File: config.mk
export PLATFORM = sky130hd
export DESIGN_NAME = key_cmd_scheduler
export DESIGN_NICKNAME = d
export VERILOG_FILES = /design/src/rtl/tetris_key_pkg.sv /design/src/rtl/key_repeat_timer.sv /design/src/rtl/key_cmd_scheduler.sv
export SDC_FILE = /design/constraint.sdc
export NUM_CORES = 1
export LEC_CHECK = 0
export ABC_CLOCK_PERIOD_IN_PS = 6100
export CAP_MARGIN = 20
export CORE_MARGIN = 10
export CORE_UTILIZATION = 35
export CTS_CLUSTER_DIAMETER = 40
export CTS_CLUSTER_SIZE = 24
export DETAILED_ROUTE_END_ITERATION = 8
export PLACE_DENSITY = 0.56
export REMOVE_ABC_BUFFERS = 1
export SYNTH_ARGS = -nofsm -noshare
export SYNTH_HDL_FRONTEND = slang
export SYNTH_HIERARCHICAL = 1
export SYNTH_SLANG_ARGS = --single-unit
File: constraint.sdc
create_clock -name clk -period 6.1 [get_ports clk]
set_input_delay 1.22 -clock clk [delete_from_list [all_inputs] [get_ports clk]]
set_output_delay 1.22 -clock clk [all_outputs]
set_load 0.05 [all_outputs]
File: src/rtl/tetris_key_pkg.sv
// Shared constants and types for the Tetris key input path: key indices,
// default repeat timing and the repeat FSM state encoding.
package tetris_key_pkg;

    localparam int N_KEYS = 5;

    localparam int KEY_LEFT   = 0;
    localparam int KEY_RIGHT  = 1;
    localparam int KEY_DOWN   = 2;
    localparam int KEY_ROTATE = 3;
    localparam int KEY_DROP   = 4;

    // Default timing at 100 MHz: 170 ms before the first repeat, 50 ms after.
    localparam int                 DAS_DELAY_DEF   = 17000000;
    localparam int                 ARR_PERIOD_DEF  = 5000000;
    localparam logic [N_KEYS-1:0]  REPEAT_MASK_DEF = 5'b00111;
    localparam int                 CNT_W_DEF       = 25;

    // Width of a key index on the command interface.
    localparam int ID_W = 3;
    typedef logic [ID_W-1:0] key_idx_t;

    typedef enum logic [1:0] {
        R_IDLE   = 2'd0,
        R_DELAY  = 2'd1,
        R_REPEAT = 2'd2
    } rep_state_e;

endpackage

File: src/rtl/key_repeat_timer.sv
// Auto-repeat engine: follows the most recently pressed repeatable key and
// emits a one-cycle tick after the initial delay and then every repeat period.
module key_repeat_timer #(
    parameter int N_KEYS     = tetris_key_pkg::N_KEYS,
    parameter int DAS_DELAY  = tetris_key_pkg::DAS_DELAY_DEF,
    parameter int ARR_PERIOD = tetris_key_pkg::ARR_PERIOD_DEF,
    parameter int CNT_W      = tetris_key_pkg::CNT_W_DEF
) (
    input  logic                         clk,
    input  logic                         rst,
    input  logic                         enable_i,
    input  logic [N_KEYS-1:0]            press_i,
    input  logic [N_KEYS-1:0]            key_level_i,
    input  logic [N_KEYS-1:0]            repeat_mask_i,
    output logic                         tick_o,
    output logic [tetris_key_pkg::ID_W-1:0] active_o
);
    import tetris_key_pkg::*;

    localparam logic [CNT_W-1:0] DAS_LAST = CNT_W'(DAS_DELAY - 1);
    localparam logic [CNT_W-1:0] ARR_LAST = CNT_W'(ARR_PERIOD - 1);

    rep_state_e        state_q, state_d;
    logic [CNT_W-1:0]  timer_q, timer_d;
    key_idx_t          active_q, active_d;

    logic [N_KEYS-1:0] rep_press;
    key_idx_t          new_idx;
    logic              held;

    assign rep_press = press_i & repeat_mask_i;
    assign held      = key_level_i[active_q];
    assign active_o  = active_q;

    // Next state: retarget on a new repeatable press, drop on release, else count.
    always_comb begin
        // NOTE: every signal driven here gets a default first, so no path infers a latch.
        state_d  = state_q;
        timer_d  = timer_q;
        active_d = active_q;
        tick_o   = 1'b0;
        new_idx  = '0;

        // Lowest index wins among simultaneous repeatable presses.
        for (int k = N_KEYS - 1; k >= 0; k--) begin
            if (rep_press[k]) new_idx = key_idx_t'(k);
        end

        unique case (state_q)
            R_IDLE: begin
                if (|rep_press) begin
                    active_d = new_idx;
                    timer_d  = '0;
                    state_d  = R_DELAY;
                end
            end
            R_DELAY, R_REPEAT: begin
                if (|rep_press) begin
                    active_d = new_idx;
                    timer_d  = '0;
                    state_d  = R_DELAY;
                end else if (!held) begin
                    timer_d = '0;
                    state_d = R_IDLE;
                end else if (timer_q == ((state_q == R_DELAY) ? DAS_LAST : ARR_LAST)) begin
                    tick_o  = 1'b1;
                    timer_d = '0;
                    state_d = R_REPEAT;
                end else begin
                    timer_d = timer_q + CNT_W'(1);
                end
            end
            default: begin
                timer_d = '0;
                state_d = R_IDLE;
            end
        endcase

        // Input disabled by the game: park the engine.
        if (!enable_i) begin
            tick_o  = 1'b0;
            timer_d = '0;
            state_d = R_IDLE;
        end
    end

    // State, timer and active-key registers with synchronous reset.
    always_ff @(posedge clk) begin
        // NOTE: registers use <= so every flop samples the same pre-edge values.
        if (rst) begin
            state_q  <= R_IDLE;
            timer_q  <= '0;
            active_q <= '0;
        end else begin
            state_q  <= state_d;
            timer_q  <= timer_d;
            active_q <= active_d;
        end
    end

endmodule

File: src/rtl/key_cmd_scheduler.sv
// Key command scheduler: turns debounced key levels into press and
// auto-repeat commands, merges them per key and issues them one at a time
// to the game FSM over valid/ready, lowest key index first.
module key_cmd_scheduler #(
    parameter int                N_KEYS      = tetris_key_pkg::N_KEYS,
    parameter int                DAS_DELAY   = tetris_key_pkg::DAS_DELAY_DEF,
    parameter int                ARR_PERIOD  = tetris_key_pkg::ARR_PERIOD_DEF,
    parameter logic [N_KEYS-1:0] REPEAT_MASK = tetris_key_pkg::REPEAT_MASK_DEF,
    parameter int                CNT_W       = tetris_key_pkg::CNT_W_DEF
) (
    input  logic                            clk,
    input  logic                            rst,
    input  logic [N_KEYS-1:0]               key_level,
    input  logic                            enable,
    output logic                            cmd_valid,
    input  logic                            cmd_ready,
    output logic [tetris_key_pkg::ID_W-1:0] cmd_id,
    output logic                            cmd_repeat,
    output logic                            overrun
);
    import tetris_key_pkg::*;

    logic [N_KEYS-1:0] key_prev_q;
    logic [N_KEYS-1:0] pending_q, pending_d;
    logic [N_KEYS-1:0] rep_flag_q, rep_flag_d;
    logic              cmd_valid_q, cmd_valid_d;
    key_idx_t          cmd_id_q, cmd_id_d;
    logic              cmd_repeat_q, cmd_repeat_d;
    logic              overrun_q, overrun_d;

    logic [N_KEYS-1:0] press;
    logic [N_KEYS-1:0] rep_set;
    logic [N_KEYS-1:0] set_ev;
    logic [N_KEYS-1:0] clr;
    logic [N_KEYS-1:0] kept;
    logic              rep_tick;
    key_idx_t          rep_active;
    logic              load;
    key_idx_t          load_idx;

    assign press = key_level & ~key_prev_q;

    key_repeat_timer #(
        .N_KEYS     (N_KEYS),
        .DAS_DELAY  (DAS_DELAY),
        .ARR_PERIOD (ARR_PERIOD),
        .CNT_W      (CNT_W)
    ) u_repeat (
        .clk           (clk),
        .rst           (rst),
        .enable_i      (enable),
        .press_i       (press),
        .key_level_i   (key_level),
        .repeat_mask_i (REPEAT_MASK),
        .tick_o        (rep_tick),
        .active_o      (rep_active)
    );

    // Merge press/repeat events into per-key pending bits and arbitrate the output.
    always_comb begin
        rep_set      = '0;
        clr          = '0;
        load_idx     = '0;
        cmd_valid_d  = cmd_valid_q;
        cmd_id_d     = cmd_id_q;
        cmd_repeat_d = cmd_repeat_q;

        if (rep_tick) rep_set[rep_active] = 1'b1;
        set_ev = press | rep_set;

        for (int k = N_KEYS - 1; k >= 0; k--) begin
            if (pending_q[k]) load_idx = key_idx_t'(k);
        end

        // Output slot is free or being consumed: refill it or go idle.
        load = !cmd_valid_q || cmd_ready;
        if (load) begin
            cmd_valid_d = |pending_q;
            if (|pending_q) begin
                cmd_id_d          = load_idx;
                cmd_repeat_d      = rep_flag_q[load_idx];
                clr[load_idx]     = 1'b1;
            end
        end

        // A slot emptied by this cycle's load is free for a new event without overrun,
        // and a repeat landing there starts a fresh repeat entry.
        kept       = pending_q & ~clr;
        pending_d  = kept | set_ev;
        rep_flag_d = ~press & (rep_flag_q | (rep_set & ~kept));
        overrun_d  = |(set_ev & kept);

        if (!enable) begin
            pending_d   = '0;
            cmd_valid_d = 1'b0;
            overrun_d   = 1'b0;
        end
    end

    // Edge-detect history, pending state and registered command outputs.
    always_ff @(posedge clk) begin
        if (rst) begin
            key_prev_q   <= '0;
            pending_q    <= '0;
            rep_flag_q   <= '0;
            cmd_valid_q  <= 1'b0;
            cmd_id_q     <= '0;
            cmd_repeat_q <= 1'b0;
            overrun_q    <= 1'b0;
        end else begin
            key_prev_q   <= key_level;
            pending_q    <= pending_d;
            rep_flag_q   <= rep_flag_d;
            cmd_valid_q  <= cmd_valid_d;
            cmd_id_q     <= cmd_id_d;
            cmd_repeat_q <= cmd_repeat_d;
            overrun_q    <= overrun_d;
        end
    end

    assign cmd_valid  = cmd_valid_q;
    assign cmd_id     = cmd_id_q;
    assign cmd_repeat = cmd_repeat_q;
    assign overrun    = overrun_q;

endmodule

==> run summary, run 1 <==
TritonCTS clock tree -> built
Port-buffer cells -> 14
FP Rows -> 32
R2R Setup Slk -> 2.90 ns
synthesized instance count -> 300
Finished Core Util -> 0.4015
Avg Vias per Cell -> 5.158
commonest register cell after synthesis -> dfxtp_1
Root Driver -> clkbuf_8
first-pass GRT wire length -> 10.03 mm
number of diodes -> 0
Post-Place Cells -> 416
initial antenna violation count -> 0
Reg-to-Reg End -> overrun$_SDFF_PP0_
#FFs+latches synth -> 51
final std cells w/o fill -> 423
Required @ worst endpoint -> 6.34 ns
reg2reg start -> u_repeat/state_q[1]$_SDFFE_PP0P_
status -> complete, no violations
nets -> 334
Setup crit end kind -> flip-flop
synth unique cells -> 59
Startpoint Class -> input pin
Worst Hold Path EP -> cmd_id[0]$_SDFFE_PP0P_
largest net degree at the start of global routing -> 30
Seq/Total Area, Yosys -> 0.3716
drt first-iter violations -> 117
average size of a mapped cell -> 9.159 µm²
final worst-path cycle share -> 0.6720
actual slew at the worst max-slew pin -> 0.9439 ns
cts-stage hold buffer count -> 0
Worst VDD drop -> 0.08853 mV
maximum clock insertion buffer count -> 2
share of async-settable or async-resettable flops after synthesis -> 0
chip width -> 108.6 µm
fin crit period -> 4.099 ns
Overall Power -> 660.3 µW
Power Density -> 213.9 nW/µm²
worst slack at placement -> 1.745 ns
Post-synth EDFFs -> 0
Routed WL -> 5.779 mm
core area -> 7687 µm²
setup bufs post-CTS -> 0
final setup vio count -> 0
CTS buffer count -> 5
top post-synthesis cells by area -> dfxtp_1 (37%), nor3_2 (7.3%), xnor2_1 (5.4%)
vias in the first global route -> 2123
Achievable Freq -> 243.9 MHz
RSZ-0062 raised after global routing -> false
DPL Wire Length -> 4.028 mm
FF-to-FF path depth -> 10
gr ovfl total -> 0
Final Hold Fails -> 0
Hold WS -> 0.4575 ns
Crit Path Class -> input pin to flip-flop
setup_tns -> 0 ns
Leak Pwr -> 0.9161 nW
hold path start -> cmd_id[0]$_SDFFE_PP0P_
placer congestion estimate -> 0.8015
Die ar. -> 11790 µm²
Synth-to-Final Area Change -> 12.34%
DR DRC count -> 0
synth warn -> 6
maxcap violations -> 0
Synth top area share -> 0.3716
antenna-violating nets left -> 0
Total Routing Usage GR -> 0.1029
Die Ht -> 108.6 µm
post-synthesis cell area -> 2748 µm²
Clock Latency Late Sink -> 0.31 ns
H-tree depth -> 2
final slew viol count -> 0
DR vias -> 2182
final setup skew -> 0.01045 ns
post-route cell area -> 3087 µm²
post-cts resize count -> 0
Rel. slew slack -> 0.3707
IO Count -> 15
Placed Area -> 2984 µm²
first drt pass iteration count -> 5
Worst EP arrival -> 4.34 ns
Sink Count -> 51
worst min path class -> flip-flop to flip-flop
crit path setup slack, layout -> 2.001 ns
dominant cell type by area after synthesis -> dfxtp_1
initial core utilization -> 0.3574
wire length per cell -> 13.66 µm
layout cells sized above 1 -> 0.1402
clock transition at the registers of the reported paths -> 0.09 ns
worst hold stages -> 2
Max Fanout on Critical Path -> 8
==> area by class of cell <==
class	count	area, µm²
Inverter	12	45.04
Clock inverter	1	30.03
Sequential cell	51	1021
Clock buffer	6	72.57
Fill cell	812	4601
Tap cell	102	127.6
Multi-Input combinational cell	234	1628
Timing Repair Buffer	17	162.7
==> Yosys cell counts (all sizes together) (2+ instances only) <==
library cell  count
a211oi            4
a21bo             3
a21oi            19
a22oi             2
a311o             2
a311oi            2
a31oi             3
and2              2
and3              3
and4              3
and4b             2
and4bb            2
buf               6
clkbuf            7
conb              2
dfxtp            51
ha                4
inv              12
mux2i             3
nand2            13
nand2b            3
nand3            12
nand4             4
nor2             12
nor2b            12
nor3             44
nor3b             3
nor4              4
nor4b             3
nor4bb            2
o21ai            11
o31ai             3
or3               2
xnor2            17
xor2              6
==> per-layer routing <==
metal	up-vias	routed length (µm)	GRT usage
met3	10	172	0.02201
met2	29	2654	0.1685
met4	0	106	0.04049
li1	1131	-	-
met1	1012	2845	0.1287
met5	-	0	0
==> critical path, stage by stage <==
cell             delay (ns)
clkdlybuf4s50_1        0.43
nor2b_1                0.21
a222oi_1               0.84
and2_1                 0.25
o311ai_1               0.14
inv_1                  0.07
and3_1                 0.21
nor4b_1                0.43
o21ai_0                0.15
a21bo_2                0.26
a31oi_1                0.14
==> worst max path at each step <==
stage	startpoint	cells after the start	to	slack [ns]
4_1_cts	key_level[1]	11	overrun$_SDFF_PP0_	2.04
6_report	key_level[1]	11	overrun$_SDFF_PP0_	2.00
5_1_grt	key_level[1]	11	overrun$_SDFF_PP0_	1.69
3_5_place_dp	key_level[1]	11	overrun$_SDFF_PP0_	1.75
3_3_place_gp	key_level[1]	11	overrun$_SDFF_PP0_	1.85
2_1_floorplan	key_level[1]	10	overrun$_SDFF_PP0_	2.58
==> power breakdown <==
part / total [mW] / switching, mW / internal, mW
clock network: 0.228 / 0.108 / 0.120
registers: 0.349 / 0.00841 / 0.340
logic: 0.0836 / 0.0532 / 0.0303
==> cells by family (layout without fill, tap and decap cells) <==
logic type	count (synthesis)	after routing	synth area share
compound gates	60	60	0.1585
xor+xnor	23	23	0.07331
fa+ha+maj	4	4	0.01822
buf+inv	25	36	0.04964
flops	51	51	0.3716
mux	4	4	0.01639
other cells	2	12	0.002733
simple gates	131	131	0.3097
==> placed cells by master, fill, tap and decap left out, types with 13 or more instances in the layout <==
master and instances:
a21oi_1 18, clkdlybuf4s50_1 14, dfxtp_1 51, nand2_1 13, nor3_1 24, nor3_2 20
xnor2_1 17
==> flip-flops by register name, indices dropped and copies added (netlist names) <==
signal	count
u_repeat/timer_q	25
key_prev_q	5
pending_q	5
rep_flag_q	5
cmd_id	3
u_repeat/active_o	3
u_repeat/state_q	2
cmd_repeat	1
cmd_valid	1
overrun	1
Power figures use the tool's default switching activity.
==> inputs of run 2 (changes only) <==
Settings changed: ABC_CLOCK_PERIOD_IN_PS 6100 to 3500, PLACE_DENSITY 0.56 to 0.58.
Clock period 6.1 ns to 3.5 ns, I/O delays scaled along.
==> run 2 against run 1 <==
  * Cell count grew 2.1%
  * Flip-flop and latch count stayed put
  * Highest routed layer unchanged
  * Global-route usage up 0.055 points
  * Clock-buffer cell count decreased by 1
  * Non-clock buffer count grew 8
  * Combinational power grew 88%
  * Hold slack better by 0.0053 ns
  * Cell area increased by 2.7%
  * Sequential share of layout area down 0.86 points
  * Core utilization grew 1.1 points
  * Sequential power grew 74%
  * Largest power group unchanged
==> run summary, run 2 (same netlist as run 1, synthesis figures left out) <==
internal power -> 868.7 µW (+77%)
Max Fanout on Critical Path -> 5 (-3)
status -> complete, no violations
DPL Wire Length -> 4.275 mm (+6.1%)
final std cells w/o fill -> 432 (+2.1%)
nets -> 342 (+2.4%)
worst slack at placement -> 0.2828 ns (-1.462 ns)
# fillers -> 803 (-1.1%)
Port-buffer cells -> 14 (unchanged)
Total Routing Usage GR -> 0.1034 (+0.0005526)
DR DRC count -> 0 (unchanged)
Rel. slew slack -> 0.4835 (+0.1128)
initial antenna violation count -> 0 (unchanged)
antenna-violating nets left -> 0 (unchanged)
switching power -> 320.8 µW (+89%)
layout cells sized above 1 -> 0.1667 (+0.02648)
switching part of the total -> 0.2697 (+0.01303)
combinational power share -> 0.132 (+0.005)
post-cts resize count -> 0 (unchanged)
RSZ-0062 raised after global routing -> false
placer congestion estimate -> 0.7804 (-2.6%)
Setup crit end kind -> flip-flop
Final Hold Fails -> 0 (unchanged)
Startpoint Class -> flip-flop
Die ar. -> 11790 µm² (unchanged)
final setup skew -> 0.01142 ns (+0.0009723 ns)
final worst-path cycle share -> 0.8757
Leak Pwr -> 0.9682 nW (+5.7%)
largest net degree at the start of global routing -> 19 (-37%)
gr ovfl total -> 0 (unchanged)
Worst EP arrival -> 3.31 ns (-1.03 ns)
wire length per cell -> 13.66 µm (about the same)
Crit Path Class -> flip-flop to flip-flop
crit path setup slack, layout -> 0.4350 ns (-1.566 ns)
number of diodes -> 0 (unchanged)
Routed WL -> 5.902 mm (+2.1%)
setup bufs post-CTS -> 0 (unchanged)
Sink Count -> 51 (unchanged)
Post-Place Cells -> 424 (+1.9%)
drt first-iter violations -> 107 (-8.5%)
most frequent cells in the layout -> dfxtp_1 (51), nor3_1 (24), nor3_2 (20)
fin crit period -> 3.065 ns
clock transition at the registers of the reported paths -> 0.10 ns (about the same)
Worst VDD drop -> 0.2445 mV (+180%)
chip width -> 108.6 µm (unchanged)
IO Count -> 15 (unchanged)
DR vias -> 2230 (+2.2%)
first-pass GRT wire length -> 10.16 mm (+1.3%)
commonest non-fill, non-tap cell in the layout -> dfxtp_1
Power Density -> 375.3 nW/µm² (+75%)
TritonCTS clock tree -> built
maximum clock insertion buffer count -> 2 (unchanged)
Synth-to-Final Area Change -> 15.35%
Clk pwr share -> 0.357 (+0.011)
Clock Latency Late Sink -> 0.31 ns (about the same)
Largest Register -> u_repeat/timer_q
Root Driver -> clkbuf_8
core area -> 7687 µm² (unchanged)
initial core utilization -> 0.3574 (unchanged)
final setup vio count -> 0 (unchanged)
H-tree depth -> 2 (unchanged)
CTS buffer count -> 5 (unchanged)
FP Rows -> 32 (unchanged)
cts-stage hold buffer count -> 0 (unchanged)
Required @ worst endpoint -> 3.74 ns (-2.60 ns)
actual slew at the worst max-slew pin -> 0.7747 ns (-0.1692 ns)
maxcap violations -> 0 (unchanged)
vias in the first global route -> 2066 (-2.7%)
final slew viol count -> 0 (unchanged)
Die Ht -> 108.6 µm (unchanged)
setup_tns -> 0 ns (unchanged)
Sequential Power Share -> 0.511 (-0.017)
first drt pass iteration count -> 5 (unchanged)
max reg flops -> 25 (unchanged)
Avg Vias per Cell -> 5.162 (about the same)
worst min path class -> flip-flop to flip-flop
Achievable Freq -> 326.3 MHz
==> run 2: cell types whose count changed in the layout (fill, tap and decap cells not counted), sizes merged <==
cell | previous run | this run
buf | 3 | 11
clkbuf | 6 | 5
clkinv | 0 | 2
==> run 2: final cells by class <==
class | instances | area [µm²] | area share
Clock inverter | 3 | 43.79 | 0.01382
Tap cell | 102 | 127.6 | 0.04027
Clock buffer | 5 | 68.82 | 0.02171
Sequential cell | 51 | 1021 | 0.3221
Multi-Input combinational cell | 234 | 1628 | 0.5136
Timing Repair Buffer | 25 | 235.2 | 0.07422
Inverter | 12 | 45.04 | 0.01421
==> run 2: critical path: stages (launching register included) <==
cell and delay [ns]:
dfxtp_1 0.34, inv_1 0.07, ha_1 0.22, or4b_1 0.48
or3_4 0.35, a2111oi_4 0.38, and3_1 0.26, nor4bb_1 0.40
nor2_1 0.10, o221a_2 0.28, a31oi_1 0.11
==> run 2: stage by stage <==
step,hold slack (ns),utilization,power [mW],instance area [µm²]
2_1_floorplan,0.4829,-,0.7165,2694
3_3_place_gp,0.4395,0.3976,0.7778,3057
3_5_place_dp,0.4492,0.3976,0.7796,3057
4_1_cts,0.4649,0.4123,1.203,3169
5_1_grt,0.5227,0.4123,1.238,3169
6_report,0.4628,0.4123,1.189,3169
==> run 2: power by group through the flow <==
| stage | Sequential (mW) | Clock (mW) | Combinational (mW) |
|---|---|---|---|
| detailed placement | 0.621 | 0 | 0.158 |
| finish | 0.608 | 0.424 | 0.157 |
| global route | 0.611 | 0.455 | 0.173 |
| global placement | 0.621 | 0 | 0.157 |
| CTS | 0.608 | 0.436 | 0.159 |
| floorplan | 0.631 | 0 | 0.0852 |
==> run 2: final timing paths <==
kind / from / end / slack, ns / cells after the start
worst min-delay path: cmd_id[0]$_SDFFE_PP0P_ / cmd_id[0]$_SDFFE_PP0P_ / 0.46 / 2
worst max-delay path: u_repeat/state_q[1]$_SDFFE_PP0P_ / overrun$_SDFF_PP0_ / 0.43 / 10
worst min register to register: cmd_id[0]$_SDFFE_PP0P_ / cmd_id[0]$_SDFFE_PP0P_ / 0.46 / 2
worst max register to register: u_repeat/state_q[1]$_SDFFE_PP0P_ / overrun$_SDFF_PP0_ / 0.43 / 10
==> run 2: metal layers <==
layer,share of wire,track usage,routed length (µm),vias to the layer above
met5,0,0,0,-
met4,0.011,0.03202,65,0
met3,0.036,0.01904,214,4
met2,0.47,0.1647,2793,33
met1,0.48,0.1384,2828,1043
li1,-,-,-,1150
==> inputs of run 3 (changes only) <==
Settings changed: HOLD_SLACK_MARGIN set to 0.02.
==> results of run 3 <==
No change in the layout: final DEF, timing and power equal those of run 2.
